===== src/rtl/d_reg_pkg.sv =====
// Shared mode encodings and sizing helper for the d_reg_bank register bank.
package d_reg_pkg;

  typedef enum logic [1:0] {
    MODE_HOLD  = 2'b00,
    MODE_LOAD  = 2'b01,
    MODE_SHIFT = 2'b10,
    MODE_CLEAR = 2'b11
  } mode_e;

  // Channel-select width; a single-channel bank still gets a 1-bit select.
  function automatic int calc_sel_w(input int channels);
    return (channels > 1) ? $clog2(channels) : 1;
  endfunction

endpackage


===== src/rtl/d_reg_cell.sv =====
// One WIDTH-bit channel: sync reset, clear, load and shift-in, in that priority.
// CHANGE_DET_EN adds a registered "value changed" flag output.
module d_reg_cell #(
  parameter int WIDTH = 8
) (
  input  logic             clk,
  input  logic             reset_n,
  input  logic             clr,
  input  logic             load,
  input  logic             shift,
  input  logic [WIDTH-1:0] d,
  input  logic             shin,
`ifdef CHANGE_DET_EN
  output logic             changed,
`endif
  output logic [WIDTH-1:0] q
);

  logic [WIDTH-1:0] shifted;
  logic [WIDTH-1:0] nxt;

  generate
    if (WIDTH > 1) begin : g_wide
      assign shifted = {q[WIDTH-2:0], shin};
    end else begin : g_bit
      assign shifted = shin;
    end
  endgenerate

  always_comb begin
    nxt = q;
    if (clr) begin
      nxt = '0;
    end else if (load) begin
      nxt = d;
    end else if (shift) begin
      nxt = shifted;
    end
  end

  always_ff @(posedge clk) begin
    if (!reset_n) begin
      q <= '0;
    end else begin
      q <= nxt;
    end
  end

`ifdef CHANGE_DET_EN
  // Compare against the value about to be stored, so an identical write is silent.
  always_ff @(posedge clk) begin
    if (!reset_n) begin
      changed <= 1'b0;
    end else begin
      changed <= (nxt != q);
    end
  end
`endif

endmodule


===== src/rtl/d_reg_bank.sv =====
// CHANNELS x WIDTH register bank with per-channel load/clear and a bank-wide shift chain.
// Optional feature macro: CHANGE_DET_EN (per-channel change pulse on chg).
module d_reg_bank
  import d_reg_pkg::*;
#(
  parameter  int WIDTH    = 8,
  parameter  int CHANNELS = 4,
  localparam int SEL_W    = calc_sel_w(CHANNELS)
) (
  input  logic                      clk,
  input  logic                      reset_n,
  input  logic                      en,
  input  logic [1:0]                mode,
  input  logic [SEL_W-1:0]          ch_sel,
  input  logic [WIDTH-1:0]          d,
  input  logic                      ser_in,
  output logic [CHANNELS*WIDTH-1:0] q,
  output logic [CHANNELS*WIDTH-1:0] qb,
  output logic                      ser_out,
  output logic [CHANNELS-1:0]       chg
);

  logic op_load;
  logic op_clear;
  logic op_shift;

  always_comb begin
    op_load  = 1'b0;
    op_clear = 1'b0;
    op_shift = 1'b0;
    if (en) begin
      case (mode_e'(mode))
        MODE_LOAD:  op_load  = 1'b1;
        MODE_CLEAR: op_clear = 1'b1;
        MODE_SHIFT: op_shift = 1'b1;
        default:    ;
      endcase
    end
  end

  logic [WIDTH-1:0] ch_q [CHANNELS];

  // An out-of-range ch_sel matches no channel, so LOAD/CLEAR fall through to hold.
  generate
    for (genvar k = 0; k < CHANNELS; k++) begin : g_ch
      logic hit;
      logic shin;

      assign hit = (ch_sel == SEL_W'(k));

      if (k == 0) begin : g_head
        assign shin = ser_in;
      end else begin : g_link
        assign shin = ch_q[k-1][WIDTH-1];
      end

      d_reg_cell #(
        .WIDTH(WIDTH)
      ) u_cell (
        .clk     (clk),
        .reset_n (reset_n),
        .clr     (op_clear & hit),
        .load    (op_load & hit),
        .shift   (op_shift),
        .d       (d),
        .shin    (shin),
`ifdef CHANGE_DET_EN
        .changed (chg[k]),
`endif
        .q       (ch_q[k])
      );

      assign q[k*WIDTH +: WIDTH] = ch_q[k];
    end
  endgenerate

`ifndef CHANGE_DET_EN
  assign chg = '0;
`endif

  assign qb      = ~q;
  assign ser_out = q[CHANNELS*WIDTH-1];

endmodule


===== config.mk =====
export PLATFORM = sky130hd
export DESIGN_NAME = d_reg_bank
export DESIGN_NICKNAME = d
export VERILOG_FILES = /design/src/rtl/d_reg_pkg.sv /design/src/rtl/d_reg_cell.sv /design/src/rtl/d_reg_bank.sv
export SDC_FILE = /design/constraint.sdc
export NUM_CORES = 1
export LEC_CHECK = 0
export CAP_MARGIN = 20
export CORE_MARGIN = 2
export CORE_UTILIZATION = 35
export CTS_CLUSTER_DIAMETER = 120
export DETAILED_ROUTE_END_ITERATION = 8
export PLACE_DENSITY = 0.67
export SYNTH_ARGS = -nofsm -noshare
export SYNTH_HDL_FRONTEND = slang
export SYNTH_SLANG_ARGS = --single-unit
export TNS_END_PERCENT = 5

===== constraint.sdc =====
create_clock -name clk -period 2 [get_ports clk]
set_input_delay 0.3 -clock clk [delete_from_list [all_inputs] [get_ports clk]]
set_output_delay 0.3 -clock clk [all_outputs]
set_load 0.01 [all_outputs]

==> results of run 1 <==
[area by class of cell]
class	instances	share of cell area
sequential	32	0.237
inverter	32	0.0444
multi-input combinational	144	0.318
clock buffer	8	0.0333
timing repair buffer	93	0.336
tap	67	0.0310
[cells in the final DEF, fill, tap and decap left out, types with 2 or more instances in the layout]
cell type and instances:
nor3_1 32, clkdlybuf4s50_1 80, inv_1 32, a311oi_2 7, a211oi_1 3, dfxtp_1 32
buf_4 12, o21ai_1 3, or2_1 3, conb_1 4, clkbuf_1 2, a311oi_1 21
clkbuf_8 6, mux2i_1 4, nand2_1 57, nand2b_1 2, or2_0 2
[metrics by stage]
| step | utilization | hold slack [ns] | setup WS [ns] | instance area (sq um) |
|---|---|---|---|---|
| after floorplan | - | 0.487 | 0.727 | 1770 |
| after global placement | 0.547 | 0.501 | 0.0397 | 2620 |
| after detailed placement | 0.547 | 0.506 | 0.0104 | 2620 |
| after CTS | 0.566 | 0.515 | 0.281 | 2710 |
| after global routing | 0.566 | 0.540 | 0.171 | 2710 |
| final | 0.566 | 0.507 | 0.258 | 2710 |
[routing by layer]
metal  track usage  vias up
met2         0.271       79
met5             0        -
met3        0.0388        8
li1              -      925
met4        0.0595        0
met1         0.262      833
[synthesized netlist by cell type]
cell type / count
o21ai_2: 1
nand3b_1: 1
clkbuf_1: 5
a311oi_2: 7
dfxtp_1: 32
buf_6: 1
a311oi_1: 21
nand2b_1: 2
buf_4: 12
or2_1: 3
or2_0: 2
inv_1: 32
nand2_1: 57
and3b_1: 1
nor3_1: 32
nand3b_4: 1
buf_2: 6
mux2i_1: 4
conb_1: 1
nand3_1: 1
a211oi_1: 3
a211oi_2: 1
o21ai_1: 3
[cell families after synthesis]
| group | synth area share |
|---|---|
| flip-flops | 0.364 |
| AO/OA/AOI/OAI | 0.197 |
| AND/OR/NAND/NOR | 0.261 |
| buffers and inverters | 0.153 |
| other | 0.00213 |
| multiplexers | 0.0227 |
[worst max-delay path by stage]
stage,cells after the start,from,slack [ns],to
detailed placement,4,mode[1],0.01,g_ch[0].u_cell.q[5]
floorplan,5,ch_sel[1],0.73,g_ch[0].u_cell.q[0]
finish,4,mode[1],0.26,g_ch[0].u_cell.q[3]
global placement,4,mode[1],0.04,g_ch[0].u_cell.q[5]
CTS,4,mode[1],0.28,g_ch[0].u_cell.q[3]
global route,4,mode[1],0.17,g_ch[0].u_cell.q[3]
[power groups by stage]
| stage | clock, uW | sequential [uW] | combinational (uW) |
|---|---|---|---|
| 2_1_floorplan | 0 | 686 | 103 |
| 3_3_place_gp | 0 | 683 | 234 |
| 3_5_place_dp | 0 | 683 | 236 |
| 4_1_cts | 527 | 669 | 237 |
| 5_1_grt | 552 | 671 | 255 |
| 6_report | 519 | 669 | 236 |
[worst reg2reg max path, stage by stage (launching register included)]
cell and delay (ns):
dfxtp_1 0.39, nand2_1 0.08, a311oi_2 0.27
==> results.txt, run 1 <==
----------------------------------------------------
[STA]
  Fin crit period ... approximately 1.7 ns
  Slew Limit Fails ... 0
  Period utilisation layout ... 0.871
  Setup repair after global routing missed its margin ... no
  Setup total negative slack ... 0 ns
  Final number of hold-violating endpoints ... 0
  Endpoints failing setup ... 0
  Max Fclk ... 574 MHz
  Max-slew headroom ... 0.518
  Worst Tran Pin Value ... between 0.7 and 0.8 ns
  Worst Clk Skew ... 0.00371 ns

[Clocking]
  Total clock sinks ... 32
  Clock tree from TritonCTS ... done
  Number of buffers inserted by post-CTS setup repair ... 0
  Maximum clock path buffer count ... 2
  CTS H-tree depth ... 2
  Number of buffers created by CTS ... 5
  Clock slew seen by the registers of the worst setup and hold paths ... ~0.070 ns
  Clock tree root driver cell ... clkbuf_8
  Clock Latency Late Sink ... 0.28 ns
  Post-CTS resize count ... 0
  Number of buffers inserted for hold repair after clock tree synthesis ... 0

[Drt]
  Average vias per placed instance ... just under 5
  Detailed Route Iter0 Violations ... around 140
  Met1 layer wirelength in the final routing ... 2.36 mm
  Total wire length ... ~5.1 mm
  Count of nets left with antenna violations after detail routing ... 0
  Total via count after detailed routing ... between 1500 and 2000
  Met3 routed wirelength ... between 300 and 400 um
  Remaining design rule violation count ... 0
  Per-cell routed wire length ... ~14 um
  Iteration count of the initial detailed-routing pass ... 4
  Highest Signal Layer ... met4
  Detail Route met2 WL ... between 2 and 2.5 mm

[Floorplanning]
  Ports placed on the boundary ... between 80 and 90
  Number of rows in the core area ... 25
  Die width ... around 75 um
  Floorplan Core Area ... about 0.0048 sq mm
  Initial cell density of the core ... 0.368
  Total Die Area ... around 0.0056 sq mm
  Height of the die ... 74.9 um

[Global routing]
  Largest net degree at the start of global routing ... 33
  Vias in the first global route ... around 1600
  Initial antenna violation count ... 0
  Total Routing Usage GR ... 0.182
  Total congestion overflow after global routing ... 0
  Global-route wire length before repair ... approximately 7.8 mm

[Finish]
  # diodes ... 0
  Register ranked first by flip-flop count ... g_ch.u_cell.q
  Register Area ... around 640 sq um
  Net total in the final layout ... 324
  Combined area of the multi-input logic cells ... roughly 860 sq um
  Fill count ... ~460
  Largest regs ... g_ch.u_cell.q (32)
  Layout cells sized above 1 ... 0.0939
  Final cell count without fillers ... around 380
  Flip-flop count of the largest register after layout ... 32
  Relative area change from synthesis to final layout ... 53.7%

[Worst setup path]
  Longest individual stage delay on the worst path ... approximately 0.6 ns
  FF-to-FF setup slack ... 1.16 ns
  Kind of launch point of the worst setup path ... input port
  Capturing element type of the critical path ... register
  Maximum fanout encountered on the critical timing path ... 13
  Origin of the critical flop-to-flop path ... g_ch[0].u_cell.q[0]
  Cells along the critical path ... clkdlybuf4s50_1, nand3b_4, or2_0, a311oi_2
  Required @ worst endpoint ... 2.11 ns
  WP buf/inv ... 1
  Startpoint-to-endpoint class of the critical path ... in -> reg
  Number of cells on the worst reg-to-reg path ... 2
  Arrival time reported for the critical path endpoint ... ~1.9 ns
  Kind of cell adding the most delay to the critical path ... simple AND/OR/NAND/NOR gates
  Endpoint of the most critical register-to-register path ... g_ch[0].u_cell.q[1]
  CP max stage cell ... or2_0

[Job]
  Max capacitance violation total ... 0

[Hold path]
  Hold Path End ... g_ch[3].u_cell.q[6]
  Worst hold path class ... reg -> reg
  Hold-critical path depth ... 2
  Worst Hold Launch ... g_ch[3].u_cell.q[5]

[Synthesis]
  Count of warnings emitted by yosys ... 0
  Leading area contributor after synthesis ... dfxtp_1
  Number of synthesized register bits ... 32
  Post-synthesis average cell area ... 7.69 sq um
  Sequential fraction of the synthesis area ... 0.364
  Syn Std Cell Area ... between 0.0015 and 0.002 sq mm
  Post-Syn Instances ... approximately 230
  Yosys top cell area share ... 0.364
  Number of different library cells in the post-synthesis netlist ... 23
  Top cells by area in the synthesized netlist ... dfxtp_1, nand2_1, a311oi_1

[Place]
  Routability Congestion ... ~0.79
  Number of instances in the placed design ... between 300 and 400
  # port buffers ... 80
  Post-detail-place hpwl ... around 3.7 mm

[Power]
  Internal power consumption ... about 1100 uW
  Switching power as a share of total power ... 0.262
  Power per cell area ... between 500 and 600 mW/mm^2
  Comb pwr share ... 0.166
  Static leakage power ... around 0.00087 uW
  Maximum vdd drop ... about 0.26 mV
  Register share of total power ... 0.470
  Clk pwr share ... 0.365
  Net switching power ... around 370 uW
  Overall power after layout ... between 1000 and 1500 uW

[Status]
  Result of the run ... finished, final reports clean

----------------------------------------------------
No activity file was read; power rests on OpenSTA's default activity.
==> run 2: changes to the inputs <==
--- a/config.mk
+++ b/config.mk
@@ -5,11 +5,12 @@
 export SDC_FILE = /design/constraint.sdc
 export NUM_CORES = 1
 export LEC_CHECK = 0
-export CAP_MARGIN = 20
+export CAP_MARGIN = 15
 export CORE_MARGIN = 2
 export CORE_UTILIZATION = 35
 export CTS_CLUSTER_DIAMETER = 120
 export DETAILED_ROUTE_END_ITERATION = 8
+export GPL_TIMING_DRIVEN = 0
 export PLACE_DENSITY = 0.67
 export SYNTH_ARGS = -nofsm -noshare
 export SYNTH_HDL_FRONTEND = slang
==> results.txt, run 2 (synthesis results as in run 1) <==
----------------------------------------------------
[Status]
  Result of the run ... finished, final reports clean (unchanged)

[Floorplanning]
  Total Die Area ... 0.00562 sq mm (unchanged)
  Die width ... 74.9 um (unchanged)
  Number of rows in the core area ... 25 (unchanged)
  Ports placed on the boundary ... 85 (unchanged)
  Floorplan Core Area ... 0.00479 sq mm (unchanged)
  Initial cell density of the core ... 0.368 (unchanged)
  Height of the die ... 74.9 um (unchanged)

[Clocking]
  Post-CTS resize count ... 0 (unchanged)
  Number of buffers inserted for hold repair after clock tree synthesis ... 0 (unchanged)
  Clock slew seen by the registers of the worst setup and hold paths ... 0.06 ns (was 0.07 ns)
  Maximum clock path buffer count ... 2 (unchanged)
  Clock tree root driver cell ... clkbuf_8 (unchanged)
  CTS H-tree depth ... 2 (unchanged)
  Clock tree from TritonCTS ... done (unchanged)
  Total clock sinks ... 32 (unchanged)
  Number of buffers inserted by post-CTS setup repair ... 0 (unchanged)
  Number of buffers created by CTS ... 5 (unchanged)
  Clock Latency Late Sink ... 0.28 ns (about the same)

[Finish]
  # diodes ... 0 (unchanged)
  Relative area change from synthesis to final layout ... 54.8% (was 53.7%)
  Most frequent cells in the layout ... clkdlybuf4s50_1, nand2_1, inv_1, nor3_1, dfxtp_1 (unchanged)
  Flip-flop count of the largest register after layout ... 32 (unchanged)
  Layout cells sized above 1 ... 0.107 (was 0.0939)
  Net total in the final layout ... 335 (was 324)
  Most common cell after layout, fill and taps aside ... clkdlybuf4s50_1 (unchanged)
  Largest regs ... g_ch.u_cell.q (32) (unchanged)
  Register ranked first by flip-flop count ... g_ch.u_cell.q (unchanged)

[Drt]
  Average vias per placed instance ... 4.98 (was 4.91)
  Iteration count of the initial detailed-routing pass ... 4 (unchanged)
  Highest Signal Layer ... met4 (unchanged)
  Count of nets left with antenna violations after detail routing ... 0 (unchanged)
  Detail Route met2 WL ... 2.35 mm (was 2.38 mm)
  Total wire length ... 5.29 mm (was 5.13 mm)
  Met1 layer wirelength in the final routing ... 2.28 mm (was 2.36 mm)
  Per-cell routed wire length ... 13.8 um (was 13.6 um)
  Remaining design rule violation count ... 0 (unchanged)
  Met3 routed wirelength ... 518 um (was 313 um)
  Detailed Route Iter0 Violations ... 85 (was 141)
  Total via count after detailed routing ... 1912 (was 1845)

[Place]
  Worst slack after detailed placement ... 0.0902 ns (was 0.0104 ns)
  # port buffers ... 80 (unchanged)
  Routability Congestion ... 0.832 (was 0.788)
  Post-detail-place hpwl ... 3.91 mm (was 3.66 mm)

[STA]
  Max-slew headroom ... 0.593 (was 0.518)
  Worst hold margin ... 0.524 ns (was 0.507 ns)
  Setup total negative slack ... 0 ns (unchanged)
  Max Fclk ... 615 MHz (was 574 MHz)
  Endpoints failing setup ... 0 (unchanged)
  Slew Limit Fails ... 0 (unchanged)
  Setup repair after global routing missed its margin ... no (unchanged)
  Worst Tran Pin Value ... 0.606 ns (was 0.722 ns)
  Period utilisation layout ... 0.813 (was 0.871)
  Final number of hold-violating endpoints ... 0 (unchanged)
  Worst Clk Skew ... 0.00620 ns (was 0.00371 ns)
  Worst path setup slack after routing ... 0.374 ns (was 0.258 ns)
  Fin crit period ... 1.63 ns (was 1.74 ns)

[Worst setup path]
  Maximum fanout encountered on the critical timing path ... 10 (was 13)
  Endpoint of the most critical register-to-register path ... g_ch[1].u_cell.q[0] (was g_ch[0].u_cell.q[1])
  FF-to-FF setup slack ... 1.16 ns (about the same)
  Capture point of the worst path ... g_ch[1].u_cell.q[3] (was g_ch[0].u_cell.q[3])
  Kind of launch point of the worst setup path ... input port (unchanged)
  Number of cells on the worst reg-to-reg path ... 2 (unchanged)
  Capturing element type of the critical path ... register (unchanged)
  Arrival time reported for the critical path endpoint ... 1.81 ns (was 1.86 ns)
  Startpoint-to-endpoint class of the critical path ... in -> reg (unchanged)
  Critical Path Start ... ch_sel[1] (was mode[1])
  Origin of the critical flop-to-flop path ... g_ch[0].u_cell.q[7] (was g_ch[0].u_cell.q[0])
  Required @ worst endpoint ... 2.18 ns (was 2.11 ns)

[Power]
  Power per cell area ... 494 mW/mm^2 (was 526 mW/mm^2)
  Overall power after layout ... 1350 uW (was 1420 uW)
  Net switching power ... 354 uW (was 373 uW)
  Register share of total power ... 0.496 (was 0.470)
  Static leakage power ... 0.000882 uW (was 0.000866 uW)
  Comb pwr share ... 0.176 (was 0.166)
  Maximum vdd drop ... 0.271 mV (was 0.264 mV)
  Internal power consumption ... 994 uW (was 1050 uW)
  Clk pwr share ... 0.328 (was 0.365)
  Switching power as a share of total power ... 0.263 (was 0.262)

[Global routing]
  Vias in the first global route ... 1681 (was 1590)
  Largest net degree at the start of global routing ... 11 (was 33)
  Initial antenna violation count ... 0 (unchanged)
  Global-route wire length before repair ... 8.19 mm (was 7.76 mm)
  Total Routing Usage GR ... 0.195 (was 0.182)
  Total congestion overflow after global routing ... 0 (unchanged)

[Hold path]
  Worst hold path class ... reg -> reg (unchanged)

[Job]
  Max capacitance violation total ... 0 (unchanged)

----------------------------------------------------
-- run 2: how the worst min path moves through the flow --
stage / from / endpoint / slack [ns] / cells after the start
after global routing: g_ch[3].u_cell.q[5] / g_ch[3].u_cell.q[5] / 0.55 / 2
after floorplan: g_ch[0].u_cell.q[7] / g_ch[1].u_cell.q[0] / 0.49 / 2
final: g_ch[3].u_cell.q[1] / g_ch[3].u_cell.q[1] / 0.52 / 2
after CTS: g_ch[2].u_cell.q[7] / g_ch[2].u_cell.q[7] / 0.53 / 2
after global placement: g_ch[1].u_cell.q[5] / g_ch[1].u_cell.q[5] / 0.51 / 2
after detailed placement: g_ch[2].u_cell.q[7] / g_ch[2].u_cell.q[7] / 0.52 / 2
-- run 2: layout make-up --
| type | instances | area (sq um) |
|---|---|---|
| Timing Repair Buffer | 80 | 801 |
| Multi-Input combinational cell | 144 | 862 |
| Inverter | 32 | 120 |
| Sequential cell | 32 | 641 |
| Buffer | 24 | 150 |
| Tap cell | 67 | 83.8 |
| Clock buffer | 5 | 68.8 |
| Fill cell | 487 | 2060 |
-- run 2: layer usage --
metal,track usage,vias to the layer above
met1,0.248,854
met5,0,-
met2,0.297,98
met4,0.0853,0
li1,-,946
met3,0.0683,14
-- run 2: worst max-delay path: stages --
cell and delay (ns):
clkdlybuf4s50_1 0.46, nand2b_1 0.16, buf_2 0.17, or2_1 0.21, clkbuf_1 0.21, a311oi_1 0.29
-- run 2: through the flow --
stage | utilization | std cells | cell area, sq um
detailed placement | 0.555 | 379 | 2660
floorplan | - | 232 | 1770
finish | 0.570 | 384 | 2730
global route | 0.570 | 384 | 2730
CTS | 0.570 | 384 | 2730
global placement | 0.555 | 379 | 2660
-- run 2: power groups by stage --
| stage | Combinational, uW | Sequential [uW] | Clock, uW |
|---|---|---|---|
| global placement | 234 | 682 | 0 |
| finish | 237 | 669 | 442 |
| CTS | 237 | 669 | 448 |
| floorplan | 103 | 686 | 0 |
| global route | 256 | 671 | 473 |
| detailed placement | 236 | 683 | 0 |
==> run 3: changes to the inputs <==
==> constraint.sdc (replaced) <==
create_clock -name clk -period 1.6 [get_ports clk]
set_input_delay 0.24 -clock clk [delete_from_list [all_inputs] [get_ports clk]]
set_output_delay 0.24 -clock clk [all_outputs]
set_load 0.01 [all_outputs]
==> results.txt, run 3 (synthesis results as in run 1) <==
----------------------------------------------------
[Global routing]
  Vias in the first global route ... 1681 (unchanged)
  Global-route wire length before repair ... 8.19 mm (unchanged)
  Largest net degree at the start of global routing ... 11 (unchanged)
  Total Routing Usage GR ... 0.195 (unchanged)
  Total congestion overflow after global routing ... 0 (unchanged)
  Initial antenna violation count ... 0 (unchanged)

[Clocking]
  CTS H-tree depth ... 2 (unchanged)
  Total clock sinks ... 32 (unchanged)
  Number of buffers inserted for hold repair after clock tree synthesis ... 0 (unchanged)
  Maximum clock path buffer count ... 2 (unchanged)
  Clock tree from TritonCTS ... done (unchanged)
  Number of buffers created by CTS ... 5 (unchanged)
  Clock Latency Late Sink ... 0.28 ns (about the same)
  Number of buffers inserted by post-CTS setup repair ... 0 (unchanged)
  Clock slew seen by the registers of the worst setup and hold paths ... 0.07 ns (was 0.06 ns)
  Post-CTS resize count ... 0 (unchanged)
  Clock tree root driver cell ... clkbuf_8 (unchanged)

[Floorplanning]
  Floorplan Core Area ... 0.00479 sq mm (unchanged)
  Number of rows in the core area ... 25 (unchanged)
  Initial cell density of the core ... 0.368 (unchanged)
  Die width ... 74.9 um (unchanged)
  Height of the die ... 74.9 um (unchanged)
  Ports placed on the boundary ... 85 (unchanged)
  Total Die Area ... 0.00562 sq mm (unchanged)

[STA]
  Max-slew headroom ... 0.643 (was 0.593)
  Setup repair after global routing missed its margin ... yes (was no)
  Endpoints failing setup ... 0 (unchanged)
  Worst Clk Skew ... 0.00769 ns (was 0.00620 ns)
  Worst hold margin ... 0.524 ns (about the same)
  Setup total negative slack ... 0 ns (unchanged)
  Period utilisation layout ... 0.966
  Fin crit period ... roughly 1.5 ns
  Final number of hold-violating endpoints ... 0 (unchanged)
  Worst Tran Pin Value ... 0.532 ns (was 0.606 ns)
  Slew Limit Fails ... 0 (unchanged)
  Worst path setup slack after routing ... 0.0548 ns (was 0.374 ns)
  Max Fclk ... 647 MHz

[Finish]
  Most frequent cells in the layout ... clkdlybuf4s50_1, nand2_1, inv_1, nor3_1, dfxtp_1 (unchanged)
  Net total in the final layout ... 334 (was 335)
  Largest regs ... g_ch.u_cell.q (32) (unchanged)
  Layout cells sized above 1 ... 0.136 (was 0.107)
  Fill count ... 482 (was 487)
  Utilization of the core after routing ... 0.576 (was 0.570)
  Flip-flop count of the largest register after layout ... 32 (unchanged)
  Most common cell after layout, fill and taps aside ... clkdlybuf4s50_1 (unchanged)
  Post-route cell area ... 0.00276 sq mm (was 0.00273 sq mm)
  # diodes ... 0 (unchanged)
  Register ranked first by flip-flop count ... g_ch.u_cell.q (unchanged)
  Relative area change from synthesis to final layout ... 56.5% (was 54.8%)

[Power]
  Static leakage power ... 0.000906 uW (was 0.000882 uW)
  Power per cell area ... 612 mW/mm^2 (was 494 mW/mm^2)
  Maximum vdd drop ... 0.342 mV (was 0.271 mV)

[Drt]
  Count of nets left with antenna violations after detail routing ... 0 (unchanged)
  Remaining design rule violation count ... 0 (unchanged)
  Iteration count of the initial detailed-routing pass ... 4 (unchanged)
  Total via count after detailed routing ... 1899 (was 1912)
  Detailed Route Iter0 Violations ... 91 (was 85)
  Total wire length ... 5.27 mm (was 5.29 mm)
  Per-cell routed wire length ... 13.8 um (about the same)
  Average vias per placed instance ... 4.96 (was 4.98)

[Place]
  Routability Congestion ... 0.832 (unchanged)
  # port buffers ... 80 (unchanged)
  Cell Area, Placed ... 0.00266 sq mm (unchanged)
  Worst slack after detailed placement ... -0.250 ns (was 0.0902 ns)
  Post-detail-place hpwl ... 3.91 mm (unchanged)

[Worst setup path]
  Kind of launch point of the worst setup path ... input port (unchanged)
  Maximum fanout encountered on the critical timing path ... 10 (unchanged)
  Arrival time reported for the critical path endpoint ... 1.74 ns (was 1.81 ns)
  Required @ worst endpoint ... 1.79 ns (was 2.18 ns)
  Startpoint-to-endpoint class of the critical path ... in -> reg (unchanged)
  Capturing element type of the critical path ... register (unchanged)

[Status]
  Result of the run ... finished, final reports clean (unchanged)

[Job]
  Max capacitance violation total ... 0 (unchanged)

[Hold path]
  Worst hold path class ... reg -> reg (unchanged)

----------------------------------------------------
## run 3: cell types whose count changed in the layout (fill, tap and decap cells not counted), moves of 3 or more
cell / before / now
a311oi_1: 21 / 18
a311oi_2: 7 / 10
clkbuf_2: 0 / 3
clkbuf_1: 5 / 1
## run 3: report_power, final
part	total (uW)	internal, uW	switching (uW)
Clock	552	280	272
Combinational	301	148	153
Sequential	836	816	19.4
## run 3: final cells by class
type / instances / area [sq um] / area share
Timing Repair Buffer: 80 / 803 / 0.291
Tap cell: 67 / 83.8 / 0.0304
Inverter: 32 / 120 / 0.0436
Clock buffer: 5 / 68.8 / 0.0250
Sequential cell: 32 / 642 / 0.233
Multi-Input combinational cell: 144 / 887 / 0.322
Buffer: 23 / 153 / 0.0554
## run 3: metal layers
metal  track usage  up-vias  wire (um)
met5             0        -          0
met4        0.0853        0        109
met3        0.0683       12        452
met2         0.297       89       2380
met1         0.248      850       2330
li1              -      948          -
## run 3: path summary, 6_finish.rpt
check,startpoint,to,slack [ns],depth (start not counted)
worst max-delay path,ch_sel[1],g_ch[0].u_cell.q[4],0.05,6
worst min-delay path,g_ch[3].u_cell.q[3],g_ch[3].u_cell.q[3],0.52,2
worst max register to register,g_ch[1].u_cell.q[1],g_ch[1].u_cell.q[2],0.75,2
worst min register to register,g_ch[3].u_cell.q[3],g_ch[3].u_cell.q[3],0.52,2
## run 3: stage by stage
step	power [uW]	instances
3_3_place_gp	1150	379
2_1_floorplan	987	232
6_report	1690	383
4_1_cts	1690	384
3_5_place_dp	1150	379
5_1_grt	1750	383
## run 3: worst max-delay path: stages
cell             delay (ns)
clkdlybuf4s50_1        0.47
or2_1                  0.25
buf_2                  0.18
or2_0                  0.23
buf_6                  0.16
a311oi_2               0.21
==> edit 1: new RTL, config.mk and constraints of run 1 <==
`CHANNELS`: 4 -> 8.
--- a/src/rtl/d_reg_bank.sv
+++ b/src/rtl/d_reg_bank.sv
@@ -4,7 +4,7 @@
   import d_reg_pkg::*;
 #(
   parameter  int WIDTH    = 8,
-  parameter  int CHANNELS = 4,
+  parameter  int CHANNELS = 8,
   localparam int SEL_W    = calc_sel_w(CHANNELS)
 ) (
   input  logic                      clk,
Ports: changed (resized ch_sel, chg, q and qb); port bits go from 85 to 154. The function was not compared with the original's and may differ.
==> edit 1 against run 1 <==
Design area rose by 96%; total power rose by 100%; sequential cell count rose by 32; synthesized area rose by 100%; wire length rose by 100%; via count rose by 86%; clock skew rose by 0.0012 ns; setup slack improved by 0.090 ns; critical endpoint is now q[47]; critical path depth fell by 3.
==> edit 1: results (changes against run 1) <==
INFO  metric status = finished, final reports clean
INFO  metric gp_routability_congestion = 0.859 (+9.0%)
INFO  metric global_route_wire_length_before_repair = 17,000 µm (+120%)
INFO  metric htree_num_levels = 3 (+1)
INFO  metric final_layout_size_suffix_gt1_share = 8.39% (-0.99 points)
INFO  metric synthDistinctLibCells = 28 (+22%)
INFO  metric layout.filler_cells = 918 (+100%)
INFO  metric vias_per_cell = 4.96 (+1.0%)
INFO  metric setup.reg_to_reg.worst_slack = 1.13 ns (-0.03 ns)
INFO  metric synth.area.top_cells = sky130_fd_sc_hd__dfxtp_1 36%, sky130_fd_sc_hd__mux2i_1 18%, sky130_fd_sc_hd__a211oi_1 14%
INFO  metric drt_wl_total = 10,400 µm (+100%)
INFO  metric hpwlAfterDp = 7900 µm (+120%)
INFO  metric port_buffer_count = 145 (+81%)
INFO  metric groute.usage.overall = 18.8% (+0.60 points)
INFO  metric crit_end = q[47]
INFO  metric finish.net_count = 573 (+77%)
INFO  metric crit_start = g_ch[5].u_cell.q[7]
INFO  metric vdd_ir_drop_max = 0.282 mV (+7.2%)
INFO  metric p_leak = 0.00209 µW (+140%)
INFO  metric ys_top_cells_by_count = 64 x sky130_fd_sc_hd__a211oi_1, 64 x sky130_fd_sc_hd__dfxtp_1, 64 x sky130_fd_sc_hd__inv_1, 64 x sky130_fd_sc_hd__mux2i_1, 39 x sky130_fd_sc_hd__nor2_1
INFO  metric maximum_fanout_count_along_the_critical_path = 4 (-9)
INFO  metric cts_made_buffers = 9 (+4)
INFO  metric grt.met1_usage = 26.0% (-0.28 points)
INFO  metric top_registers = g_ch.u_cell.q: 64 flops
INFO  metric vias_in_the_first_global_route = 3,302 (+110%)
INFO  metric cp_data_arrival_time = 1.35 ns (-0.51 ns)
INFO  metric synth_area_in_compound_gates = 14.7% (-5.1 points)
INFO  metric drt-wirelength-per-cell = 15.0 µm (+9.8%)
INFO  metric post-place-cells = 678 (+84%)
INFO  metric critPathSlowestCell = sky130_fd_sc_hd__clkdlybuf4s50_1
INFO  metric use_met2 = 29.1% (+2.0 points)
INFO  metric yosys-mux-area-fraction = 18.0% (+16 points)
INFO  metric globalRouteMet3Util = 4.24% (+0.36 points)
INFO  metric grt_start_max_net_pins = 39 (+18%)
## edit 1: cell families after synthesis
family          Yosys count
compound gates           72
mux                      64
simple gates            103
flops                    64
other cells               1
buf+inv                 106
## edit 1: worst min-delay path by stage
stage	startpoint	endpoint	slack, ns	depth (start not counted)
final	g_ch[0].u_cell.q[3]	g_ch[0].u_cell.q[4]	0.58	2
after global placement	g_ch[0].u_cell.q[1]	g_ch[0].u_cell.q[2]	0.56	2
after detailed placement	g_ch[0].u_cell.q[3]	g_ch[0].u_cell.q[4]	0.58	2
after CTS	g_ch[0].u_cell.q[3]	g_ch[0].u_cell.q[4]	0.58	2
after global routing	g_ch[0].u_cell.q[3]	g_ch[0].u_cell.q[4]	0.61	2
after floorplan	d[7]	g_ch[2].u_cell.q[7]	0.52	2
## edit 1: per-stage QoR
stage | instance area, µm² | power, µW | util [%]
finish | 5320 | 2910 | 54.2
global route | 5320 | 3020 | 54.2
CTS | 5320 | 2940 | 54.2
detailed placement | 5100 | 1700 | 51.9
global placement | 5100 | 1700 | 51.9
floorplan | 3580 | 1540 | -
## edit 1: layout make-up
cell class / count / share of cell area, %
tap: 133 / 3.13
timing repair buffer: 170 / 31.3
multi-input combinational: 247 / 32.8
inverter: 64 / 4.52
sequential: 64 / 24.1
clock inverter: 3 / 1.22
clock buffer: 12 / 2.92
## edit 1: power by group through the flow
stage                     clock, µW  combinational, µW  sequential, µW
final                          1230                365            1310
after global routing           1310                390            1320
after global placement            0                357            1340
after floorplan                   0                192            1340
after detailed placement          0                362            1340
after CTS                      1260                363            1310
## edit 1: routing by layer
metal	share of wire, %	wire length [µm]
met2	45	4630
met1	47	4910
met4	1.6	168
met5	0	0
met3	6.5	670
==> edit 2: new RTL, config.mk and constraints of run 1 <==
Without the edit above. Register the outputs `qb` and `ser_out`, without a reset; this adds one clock of latency there. The other outputs are not delayed to match.
--- a/src/rtl/d_reg_bank.sv
+++ b/src/rtl/d_reg_bank.sv
@@ -78,8 +78,10 @@
   assign chg = '0;
 `endif
 
-  assign qb      = ~q;
-  assign ser_out = q[CHANNELS*WIDTH-1];
+  always_ff @(posedge clk) begin
+    qb      <= ~q;
+    ser_out <= q[CHANNELS*WIDTH-1];
+  end
 
 endmodule
 
Function: changed (Yosys sat finds a counterexample within 4 cycles, from zero or initial values).
==> edit 2 against run 1 <==
Register-to-register slack got worse by 0.03 ns; wire length rose by 14%; sequential cell count rose by 33; worst hold slack got worse by 0.12 ns; setup slack improved by 0.091 ns; design area rose by 29%; synthesized area rose by 37%; die area rose by 35%; count of clock-buffer cells in the layout rose by 5; largest power group unchanged; total power rose by 80%; first-iteration DRC count fell by 3.5%; fmax rose by 5.5%.
==> edit 2: results (changes against run 1) <==
INFO  metric crit_start = g_ch[1].u_cell.q[7]
INFO  metric final-clk-cell-share = 5.00% (+1.7 points)
INFO  metric tightestPinTransition = 0.672 ns (-0.0501 ns)
INFO  metric crit_end = q[15]
INFO  metric drt-wirelength-per-cell = 13.5 µm (-0.66%)
INFO  metric htree_num_levels = 3 (+1)
INFO  metric ys_top_cells_by_count = 65 x sky130_fd_sc_hd__dfxtp_1, 57 x sky130_fd_sc_hd__nand2_1, 32 x sky130_fd_sc_hd__inv_1, 32 x sky130_fd_sc_hd__nor3_1, 21 x sky130_fd_sc_hd__a311oi_1
INFO  metric hold_path_startpoint = g_ch[3].u_cell.q[7]
INFO  metric placedInstanceArea = 0.00331 mm² (+26%)
INFO  metric layout.filler_cells = 641 (+40%)
INFO  metric final-nonclk-buf-share = 26.5% (-7.1 points)
INFO  metric setup.reg_to_reg.worst_slack = 1.13 ns (-0.03 ns)
INFO  metric hpwlAfterDp = 4030 µm (+9.9%)
INFO  metric critPathSlowestCell = sky130_fd_sc_hd__clkdlybuf4s50_1
INFO  metric via_count = 2,062 (+12%)
INFO  metric synth.area.top_cells = sky130_fd_sc_hd__dfxtp_1 54%, sky130_fd_sc_hd__nand2_1 8.9%, sky130_fd_sc_hd__a311oi_1 7.6%
INFO  metric path_delay_family = buffers and inverters
INFO  metric synthDistinctLibCells = 22 (-4.3%)
INFO  metric gp_routability_congestion = 0.762 (-3.3%)
INFO  metric groute.usage.overall = 16.2% (-2.0 points)
INFO  metric clock-sinks = 65 (+100%)
INFO  metric routed-wl-met3 = 438 µm (+40%)
INFO  metric global_route_wire_length_before_repair = 9280 µm (+20%)
INFO  metric final_layout_size_suffix_gt1_share = 10.6% (+1.2 points)
INFO  metric min_delay_worst_endpoint = ser_out
INFO  metric vdd_ir_drop_max = 0.336 mV (+28%)
INFO  metric clk-insertion-delay-late = 0.34 ns (+0.06 ns)
INFO  metric vias_in_the_first_global_route = 1,910 (+20%)
INFO  metric preCtsSetupSlack = 0.0428 ns (+0.0323 ns)
INFO  metric maximum_fanout_count_along_the_critical_path = 4 (-9)
INFO  metric use_met2 = 24.6% (-2.5 points)
INFO  metric finClkSkew = 0.00648 ns (+0.00277 ns)
INFO  metric cts_made_buffers = 9 (+4)
INFO  metric synth_seq_area_share = 54.0% (+18 points)
INFO  metric status = finished, final reports clean
INFO  metric final.clkbuf_count = 13 (+5)
INFO  metric p_leak = 0.00118 µW (+37%)
INFO  metric clock.fmax = 0.606 GHz (+5.5%)
## edit 2: cell count changes in the layout (fill, tap and decap cells not counted), sizes merged
cell,run 1,this run
clkbuf,8,13
clkinv,0,3
dfxtp,32,65
## edit 2: power breakdown
| part | internal (µW) | switching, µW |
|---|---|---|
| Sequential | 1330 | 20.2 |
| Combinational | 120 | 119 |
| Clock | 512 | 467 |
## edit 2: logic make-up (layout without fill, tap and decap cells)
family	count (synthesis)	after routing
DFF	65	65
other	1	4
buffers and inverters	55	141
muxes	4	4
and+or+nand+nor	100	100
AOI/OAI and AO/OA	36	36
## edit 2: through the flow
| stage | hold slack (ns) | power [µW] | instances | util, % |
|---|---|---|---|---|
| floorplan | 0.380 | 1480 | 264 | - |
| global placement | 0.376 | 1610 | 414 | 49.2 |
| detailed placement | 0.380 | 1610 | 414 | 49.2 |
| CTS | 0.389 | 2600 | 430 | 51.8 |
| global route | 0.402 | 2680 | 430 | 51.8 |
| finish | 0.383 | 2560 | 430 | 51.8 |
